## config.mk

```make
export PLATFORM = sky130hd
export DESIGN_NAME = fc_layer_seq
export DESIGN_NICKNAME = d
export VERILOG_FILES = /design/src/rtl/fc_layer_seq.sv
export SDC_FILE = /design/constraint.sdc
export NUM_CORES = 2
export LEC_CHECK = 0
export ABC_AREA = 1
export CORE_AREA = 2 2 508 510
export DETAILED_ROUTE_END_ITERATION = 10
export DIE_AREA = 0 0 510 512
export HOLD_SLACK_MARGIN = 0.03
export MAX_ROUTING_LAYER = met4
export PLACE_DENSITY = 0.35
export SYNTH_ARGS = -nofsm -noshare
export SYNTH_HDL_FRONTEND = slang
export SYNTH_SLANG_ARGS = --single-unit
```

## constraint.sdc

```tcl
create_clock -name clk -period 2.6 [get_ports clk]
set_clock_uncertainty 0.15 [all_clocks]
set_input_delay 0.52 -clock clk [delete_from_list [all_inputs] [get_ports clk]]
set_output_delay 0.52 -clock clk [all_outputs]
set_load 0.01 [all_outputs]
```

## src/rtl/fc_layer_seq.sv

```systemverilog
// Fully-connected layer sequencer: serial activation load, multicycle settle window
// for the combinational neurons, single-edge capture of all results, handshaked drain.
module fc_layer_seq #(
  parameter int WIDTH   = 8,
  parameter int IN      = 128,
  parameter int NEURONS = 10,
  parameter int SETTLE  = 4,
  localparam int OW = WIDTH*2 + $clog2(IN),
  localparam int IW = (IN > 1) ? $clog2(IN) : 1,
  localparam int NW = (NEURONS > 1) ? $clog2(NEURONS) : 1,
  localparam int SW = (SETTLE > 1) ? $clog2(SETTLE) : 1
)(
  input  logic                  clk,
  input  logic                  rst_n,
  input  logic                  flush,
  input  logic                  in_valid,
  output logic                  in_ready,
  input  logic [WIDTH-1:0]      in_data,
  output logic [IN*WIDTH-1:0]   x_bus,
  input  logic [NEURONS*OW-1:0] z_bus,
  output logic                  out_valid,
  input  logic                  out_ready,
  output logic [OW-1:0]         out_data,
  output logic [NW-1:0]         out_idx,
  output logic                  out_last,
  output logic                  busy
);

  typedef enum logic [1:0] {
    ST_IDLE   = 2'd0,
    ST_LOAD   = 2'd1,
    ST_SETTLE = 2'd2,
    ST_DRAIN  = 2'd3
  } state_t;

  state_t                        state_r, state_nx_s;
  logic [IW-1:0]                 wr_cnt_r, wr_nx_s;
  logic [NW-1:0]                 rd_cnt_r, rd_nx_s;
  logic [SW-1:0]                 st_cnt_r, st_nx_s;
  logic                          x_we_s;
  logic                          z_cap_s;
  logic [IN-1:0][WIDTH-1:0]      x_buf_r;
  logic [NEURONS-1:0][OW-1:0]    z_reg_r;
  logic [NEURONS-1:0][OW-1:0]    z_nx_s;

  logic                          in_ready_r;
  logic                          out_valid_r;
  logic                          out_last_r;
  logic                          busy_r;
  logic [NW-1:0]                 out_idx_r;
  logic [OW-1:0]                 out_data_r;

  // Next-state, counter and write-enable decode; flush overrides every handshake.
  always_comb begin
    state_nx_s = state_r;
    wr_nx_s    = wr_cnt_r;
    rd_nx_s    = rd_cnt_r;
    st_nx_s    = st_cnt_r;
    x_we_s     = 1'b0;
    z_cap_s    = 1'b0;
    if (flush && (state_r != ST_IDLE)) begin
      state_nx_s = ST_LOAD;
      wr_nx_s    = '0;
      rd_nx_s    = '0;
      st_nx_s    = '0;
    end else begin
      case (state_r)
        ST_IDLE: begin
          state_nx_s = ST_LOAD;
        end
        ST_LOAD: begin
          if (in_valid) begin
            x_we_s = 1'b1;
            if (wr_cnt_r == IW'(IN-1)) begin
              wr_nx_s    = '0;
              state_nx_s = ST_SETTLE;
            end else begin
              wr_nx_s = wr_cnt_r + IW'(1);
            end
          end else begin
            wr_nx_s = wr_cnt_r;
          end
        end
        ST_SETTLE: begin
          if (st_cnt_r == SW'(SETTLE-1)) begin
            st_nx_s    = '0;
            z_cap_s    = 1'b1;
            state_nx_s = ST_DRAIN;
          end else begin
            st_nx_s = st_cnt_r + SW'(1);
          end
        end
        ST_DRAIN: begin
          if (out_ready) begin
            if (rd_cnt_r == NW'(NEURONS-1)) begin
              rd_nx_s    = '0;
              state_nx_s = ST_LOAD;
            end else begin
              rd_nx_s = rd_cnt_r + NW'(1);
            end
          end else begin
            rd_nx_s = rd_cnt_r;
          end
        end
        default: begin
          state_nx_s = ST_IDLE;
        end
      endcase
    end
  end

  // Result bank as it will look after this edge, so the output word can be registered.
  always_comb begin
    if (z_cap_s) begin
      z_nx_s = z_bus;
    end else begin
      z_nx_s = z_reg_r;
    end
  end

  // State and counter registers.
  always_ff @(posedge clk or negedge rst_n) begin
    if (!rst_n) begin
      state_r  <= ST_IDLE;
      wr_cnt_r <= '0;
      rd_cnt_r <= '0;
      st_cnt_r <= '0;
    end else begin
      state_r  <= state_nx_s;
      wr_cnt_r <= wr_nx_s;
      rd_cnt_r <= rd_nx_s;
      st_cnt_r <= st_nx_s;
    end
  end

  // Activation buffer: written only by accepted LOAD elements, frozen otherwise.
  always_ff @(posedge clk or negedge rst_n) begin
    if (!rst_n) begin
      x_buf_r <= '0;
    end else if (x_we_s) begin
      x_buf_r[wr_cnt_r] <= in_data;
    end
  end

  // Neuron result bank: z_bus is sampled on the final settle edge only.
  always_ff @(posedge clk or negedge rst_n) begin
    if (!rst_n) begin
      z_reg_r <= '0;
    end else begin
      z_reg_r <= z_nx_s;
    end
  end

  // Registered status and output word, decoded from the next state.
  always_ff @(posedge clk or negedge rst_n) begin
    if (!rst_n) begin
      in_ready_r  <= 1'b0;
      out_valid_r <= 1'b0;
      out_last_r  <= 1'b0;
      busy_r      <= 1'b0;
      out_idx_r   <= '0;
      out_data_r  <= '0;
    end else begin
      in_ready_r  <= (state_nx_s == ST_LOAD);
      out_valid_r <= (state_nx_s == ST_DRAIN);
      out_last_r  <= (state_nx_s == ST_DRAIN) && (rd_nx_s == NW'(NEURONS-1));
      busy_r      <= (state_nx_s == ST_SETTLE) || (state_nx_s == ST_DRAIN);
      out_idx_r   <= rd_nx_s;
      out_data_r  <= z_nx_s[rd_nx_s];
    end
  end

  assign x_bus     = x_buf_r;
  assign in_ready  = in_ready_r;
  assign out_valid = out_valid_r;
  assign out_last  = out_last_r;
  assign busy      = busy_r;
  assign out_idx   = out_idx_r;
  assign out_data  = out_data_r;

endmodule

```

**After elaboration in Yosys (flattened, before gate mapping)**

Index checks and enable logic that the tools add are counted.

- Logic and storage cells: 203
- Output and inout port bits: 1055
- Register bits after elaboration: 1296
- Input port bits: 243

- Add/sub/neg operators: 3
- Equal/unequal tests: 10
- Reduce and logical (&&, ||, !) cells: 10
- $lt $le $gt $ge: 3
- Muxes and demuxes: 30

Operator list:

| cell | count |
|---|---|
| bitwise mux 1024 bit | 1 |
| 2-to-1 mux 230 bit | 1 |
| binary-select mux 23 bit (select 4 bit) | 1 |
| demux 8 bit (select 7 bit) | 1 |
| 2-to-1 mux 7 bit | 4 |
| 2-to-1 mux 23 bit | 1 |
| 2-to-1 mux 2 bit | 9 |
| 2-to-1 mux 4 bit | 4 |
| equality test 2 bit (second input constant) | 5 |
| equality test 4 bit (second input constant) | 2 |
| less-than comparator 7 x 8 -> 1 bit (second input constant) | 1 |
| 2-to-1 mux 8 bit | 1 |
| case mux 2 bit (4 select lines) | 1 |
| nonzero test 2 bit | 4 |
| adder 7 x 1 -> 7 bit (second input constant) | 1 |
| equality test 7 bit (second input constant) | 1 |
| >= comparator 7 x 1 -> 1 bit (second input constant) | 1 |
| 2-to-1 mux 1 bit | 6 |
| less-than comparator 4 x 5 -> 1 bit (second input constant) | 1 |
| adder 4 x 1 -> 4 bit (second input constant) | 1 |
| equality test 2 x 1 -> 1 bit (second input constant) | 2 |
| logical AND 1 bit | 3 |
| adder 2 x 1 -> 2 bit (second input constant) | 1 |
| zero test 2 bit | 1 |
| other kinds (2) | 2 |

**Logic depth before layout (Yosys ltp)**

- Word-level depth: 7
- Mapped depth: 13
- Gate-level depth less buffers: 12

**Worst setup path before layout**

No wires, ideal clock.

- Kind: reg2reg
- Start: register st_cnt_r[0]
- End: register out_data_r[22], in the netlist out_data[22]
- Buffers on the path: 2
- Required time: 2331 ps
- Data arrival time: 1855 ps
- Setup slack: 475 ps
- Cell stages (with the launch flop): 14
- Library setup time: 119 ps
- Clock period less this slack: 2125 ps
- Path through: dfrtp_1 ha_1 inv_1 nor2_1 nand2_1 clkbuf_1 clkbuf_1 nand2_1 o21ai_0 nand2_1 nand3_1 nand3_1 nand3_1 nand2_1

- Word-level cells in the longest chain between the ends: 7

Ends and longest elaborated chain:

| element | RTL line | RTL |
|---|---|---|
| start, declared | 39 | `logic [SW-1:0] st_cnt_r, st_nx_s;` |
| start signal, assigned | 132 | `st_cnt_r <= st_nx_s;` |
| equality test 2 bit | 85 | `if (st_cnt_r == SW'(SETTLE-1)) begin` |
| 2-to-1 mux 1 bit | 85 |  |
| 2-to-1 mux 1 bit | 67 | `case (state_r)` |
| 2-to-1 mux 1 bit | 61 | `if (flush && (state_r != ST_IDLE)) begin` |
| 2-to-1 mux 230 bit | 114 | `if (z_cap_s) begin` |
| binary-select mux 23 bit (select 4 bit) | 169 | `out_data_r <= z_nx_s[rd_nx_s];` |
| 2-to-1 mux 23 bit (implied by the code) | 169 |  |
| end signal, assigned | 169 |  |
| end, declared | 51 | `logic [OW-1:0] out_data_r;` |

No other way between the ends. The select of a mux whose other input is x is not followed.
A chain may end at the register's enable or synchronous reset.

**Final worst setup path**

- Start: register x_buf_r, in the netlist x_bus[219]
- End: output x_bus[219]

RTL lines:

| element | RTL line | RTL |
|---|---|---|
| start, declared | 42 | `logic [IN-1:0][WIDTH-1:0] x_buf_r;` |
| start signal, assigned by index | 141 | `x_buf_r[wr_cnt_r] <= in_data;` |
| end, declared | 19 | `output logic [IN*WIDTH-1:0] x_bus,` |

No word-level cell between the ends.

==> results.md <==
- Non-Filler Instances: about 11000
- Met2 usage: 35.16%
- Vias per cell: about 4.2
- Worst path top cell family by delay: buffers and inverters
- Post-synthesis cell type count: 30
- CP Capture Type: output pin
- Cells after Synth: approximately 5400
- Slew margin rel.: between 40 and 50%
- Post-DRT Antenna Nets: 0
- CTS tree: built
- Initial DRC Count: ~3100
- GR Util All Layers: between 20% and 30%
- Worst path required time: 1.93 ns
- Ys Warns: 0
- Root buffer cell: clkbuf_16
- Placed cells: slightly above 10000
- Seq. cell area: 32440 um^2
- Final Hold Viols: 0
- Syn Nets: between 5000 and 6000
- Port Buf Inserts: between 1000 and 1500
- Routing usage on met3: under 10%
- Die Area: 261100 um^2
- Flops & latches, synth: between 1000 and 1500
- RSZ-0062 raised after global routing: false
- Worst min path class: in2async
- Vias in the first global route: roughly 45000
- Residual overflow from global routing: 0
- Clock sinks: about 1300
- Largest net degree at the start of global routing: 81
- Clk buf depth: 3
- Initial antenna violation count: 23
- Post-synth top area share: about 64%
- Number of fill cells: about 27000
- Post-synth ARST share: 100.0%
- # Post-CTS Setup Buffers: 0
- Max-slew violation count: 0
- Fmax: 0.3978 GHz
- Seq/Total Area, Yosys: 64.30%
- Layout cell share with drive strength beyond 1: about an eighth
- Worst skew pair latency: roughly 0.8 ns
- Initial DRT Pass Iterations: 6
- Place WS: -0.4532 ns
- Row count: about 190
- Fin crit share: 96.68%
- Core area: 255800 um^2
- Number of synthesized flops with an enable pin: 0
- Crit Path Max Fanout: 2
- LEAKAGE: 35.88 nW
- Status: finished clean
- Dpl cell area: about 72000 um^2
- Design Power: around 0.046 W
- Initial Utilization: just under 20%
- Crit Path Class: reg2out
- Post-route cell area: between 70000 and 80000 um^2
- Die H: 512 um
- Met1 Use GR: between 20% and 30%
- Syn_area_per_cell: 9.357 um^2
- Crit start category: register
- Crit-path cells: clkdlybuf4s50_1
- # DRC: 0
- Arr. time, crit path: around 1.8 ns
- Busiest layer in global routing: met2
- Max incr delay on CP: ~0.66 ns
- Total CTS buffers: 163
- Most area-consuming cells after synthesis: dfrtp_1 (64%), nand2_1 (13%), o21ai_0 (11%)
- Total vias in the final route: between 40000 and 50000
- Top cells by count, synth: nand2_1 (1687), dfrtp_1 (1296), o21ai_0 (1074)
- Placed wire-length estimate: ~210000 um
- Cell Pwr Density: 595.6 nW/um^2
- Cell Area, Synth: 50430 um^2
- Max-Cap Viols: 0
- Final setup viols: 0
- First-pass GRT wire length: approximately 390000 um
- VDD IR max: 0.0005118 V
- Setup ws final: ~0.086 ns
- Buf/Inv on CP: 1
- Io pins: ~1300
- Multi-input gate area: 14980 um^2
- Clock transition at path regs: about 0.060 ns
- Slew @ Worst Pin: ~0.78 ns
- Cell taking the most area after synthesis: dfrtp_1
- Cell with the most instances after synthesis: nand2_1
- Routed wire length per instance: approximately 27 um
- Final Routed Wirelength: between 200000 and 300000 um
- Post-Route Utilization: between 30% and 40%
- Placer Congestion: slightly below 0.9
- H-tree depth: 4
- Die width: 510 um
- Top_reg_cell synth: dfrtp_1
- Area growth syn-to-layout: 53.65%
- NumNets Final: between 7000 and 8000
- Max stage delay cell, worst path: clkdlybuf4s50_1
- Tmin final: around 2.5 ns
-- per-stage QoR --
stage	hold WS, ns	setup TNS [ns]
floorplan	0.07441	0
finish	0.1255	0
global placement	0.3000	-120.94
detailed placement	0.3069	-148.20
global route	0.08683	0
CTS	0.06103	0
-- timing repair --
item                                   CTS  global route
gates resized for setup                288            17
setup endpoints to repair              282            16
endpoints found under the hold margin  688             0
hold buffers                             1             0
pin swaps                                0             1
-- cell type report --
type | count | share of cell area [%]
Antenna cell | 9 | 0.02906
Clock buffer | 247 | 6.266
Clock inverter | 47 | 0.7379
Inverter | 404 | 2.009
Multi-Input combinational cell | 3326 | 19.33
Sequential cell | 1296 | 41.86
Tap cell | 3384 | 5.464
Timing Repair Buffer | 1855 | 24.30
-- worst reg2reg max path, delay by kind of cell, from the launching register on --
family                   cells  cell delay (ns)
adder cells (fa/ha/maj)      1             0.16
buffers and inverters        3             0.50
flip-flops                   1             0.35
AND/OR/NAND/NOR              8             1.22
-- cell usage in the layout (no fill, tap or decap), drive strengths merged --
cell type      synthesis  layout
a21oi                  5       5
inv                  404     408
dlygate4sd2            0     279
diode                  0       9
dfrtp               1296    1296
nor2                  40      40
clkinv                 0      38
ha                     4       4
a211oi                 1       1
clkbuf               276     247
clkinvlp               0       2
nor3b                  2       2
dlygate4sd3            0       1
dlymetal6s2s           0       8
o21ai               1121    1121
nand3                356     356
nor3                   2       2
xor2                   2       2
o32ai                  1       1
or2                    1       1
nand3b                93      93
nand4                  4       4
o22ai                  1       1
buf                   88     559
a31oi                  1       1
clkdlybuf4s50          0    1008
nor4                   4       4
nand2               1688    1688
bufinv                 0       3
-- metal layers --
layer  part of all wire, %  vias up
met5                     0        -
met4                   3.5        0
met3                   8.2      318
met2                    47     1484
met1                    41    22057
li1                      -    20630
-- where the power goes --
part | switching [W] | total, W | internal (W) | leakage (nW)
Combinational | 0.00166 | 0.00261 | 0.000943 | 16.2
Clock | 0.00978 | 0.0231 | 0.0133 | 2.67
Sequential | 0.000117 | 0.0205 | 0.0204 | 17.0
Total | 0.0116 | 0.0462 | 0.0346 | 35.9
-- logic make-up (layout without fill, tap and decap cells) --
group	count (synthesis)	count (layout)	share of synthesized area [%]
AND/OR/NAND/NOR	2190	2190	18.14
buffers and inverters	768	2553	6.187
XOR/XNOR	2	2	0.03474
AO/OA/AOI/OAI	1130	1130	11.23
flip-flops	1296	1296	64.30
other	0	9	0
adder cells (fa/ha/maj)	4	4	0.09924
-- path summary, 6_finish.rpt --
check                                         from                     end  slack, ns  depth (start not counted)
max in group asynchronous                    rst_n  x_bus[282]$_DFFE_PN0P_       1.05                          3
hold reg to reg             z_reg_r[212]$_DFF_PN0_  z_reg_r[212]$_DFF_PN0_       0.32                          2
min in group clk                        z_bus[217]  z_reg_r[217]$_DFF_PN0_       0.18                          3
hold / removal                               rst_n  z_reg_r[217]$_DFF_PN0_       0.13                          2
setup reg to reg           st_cnt_r[0]$_DFFE_PN0P_  out_data[21]$_DFF_PN0_       0.13                         12
setup / recovery            x_bus[219]$_DFFE_PN0P_              x_bus[219]       0.09                          1
-- registers in the layout, indices dropped and copies added (netlist names) --
signal	flops
z_reg_r	230
busy	1
in_ready	1
out_data	23
st_cnt_r	2
out_valid	1
state_r	2
out_last	1
out_idx	4
x_bus	1024
wr_cnt_r	7
No activity file was read; power rests on OpenSTA's default activity.
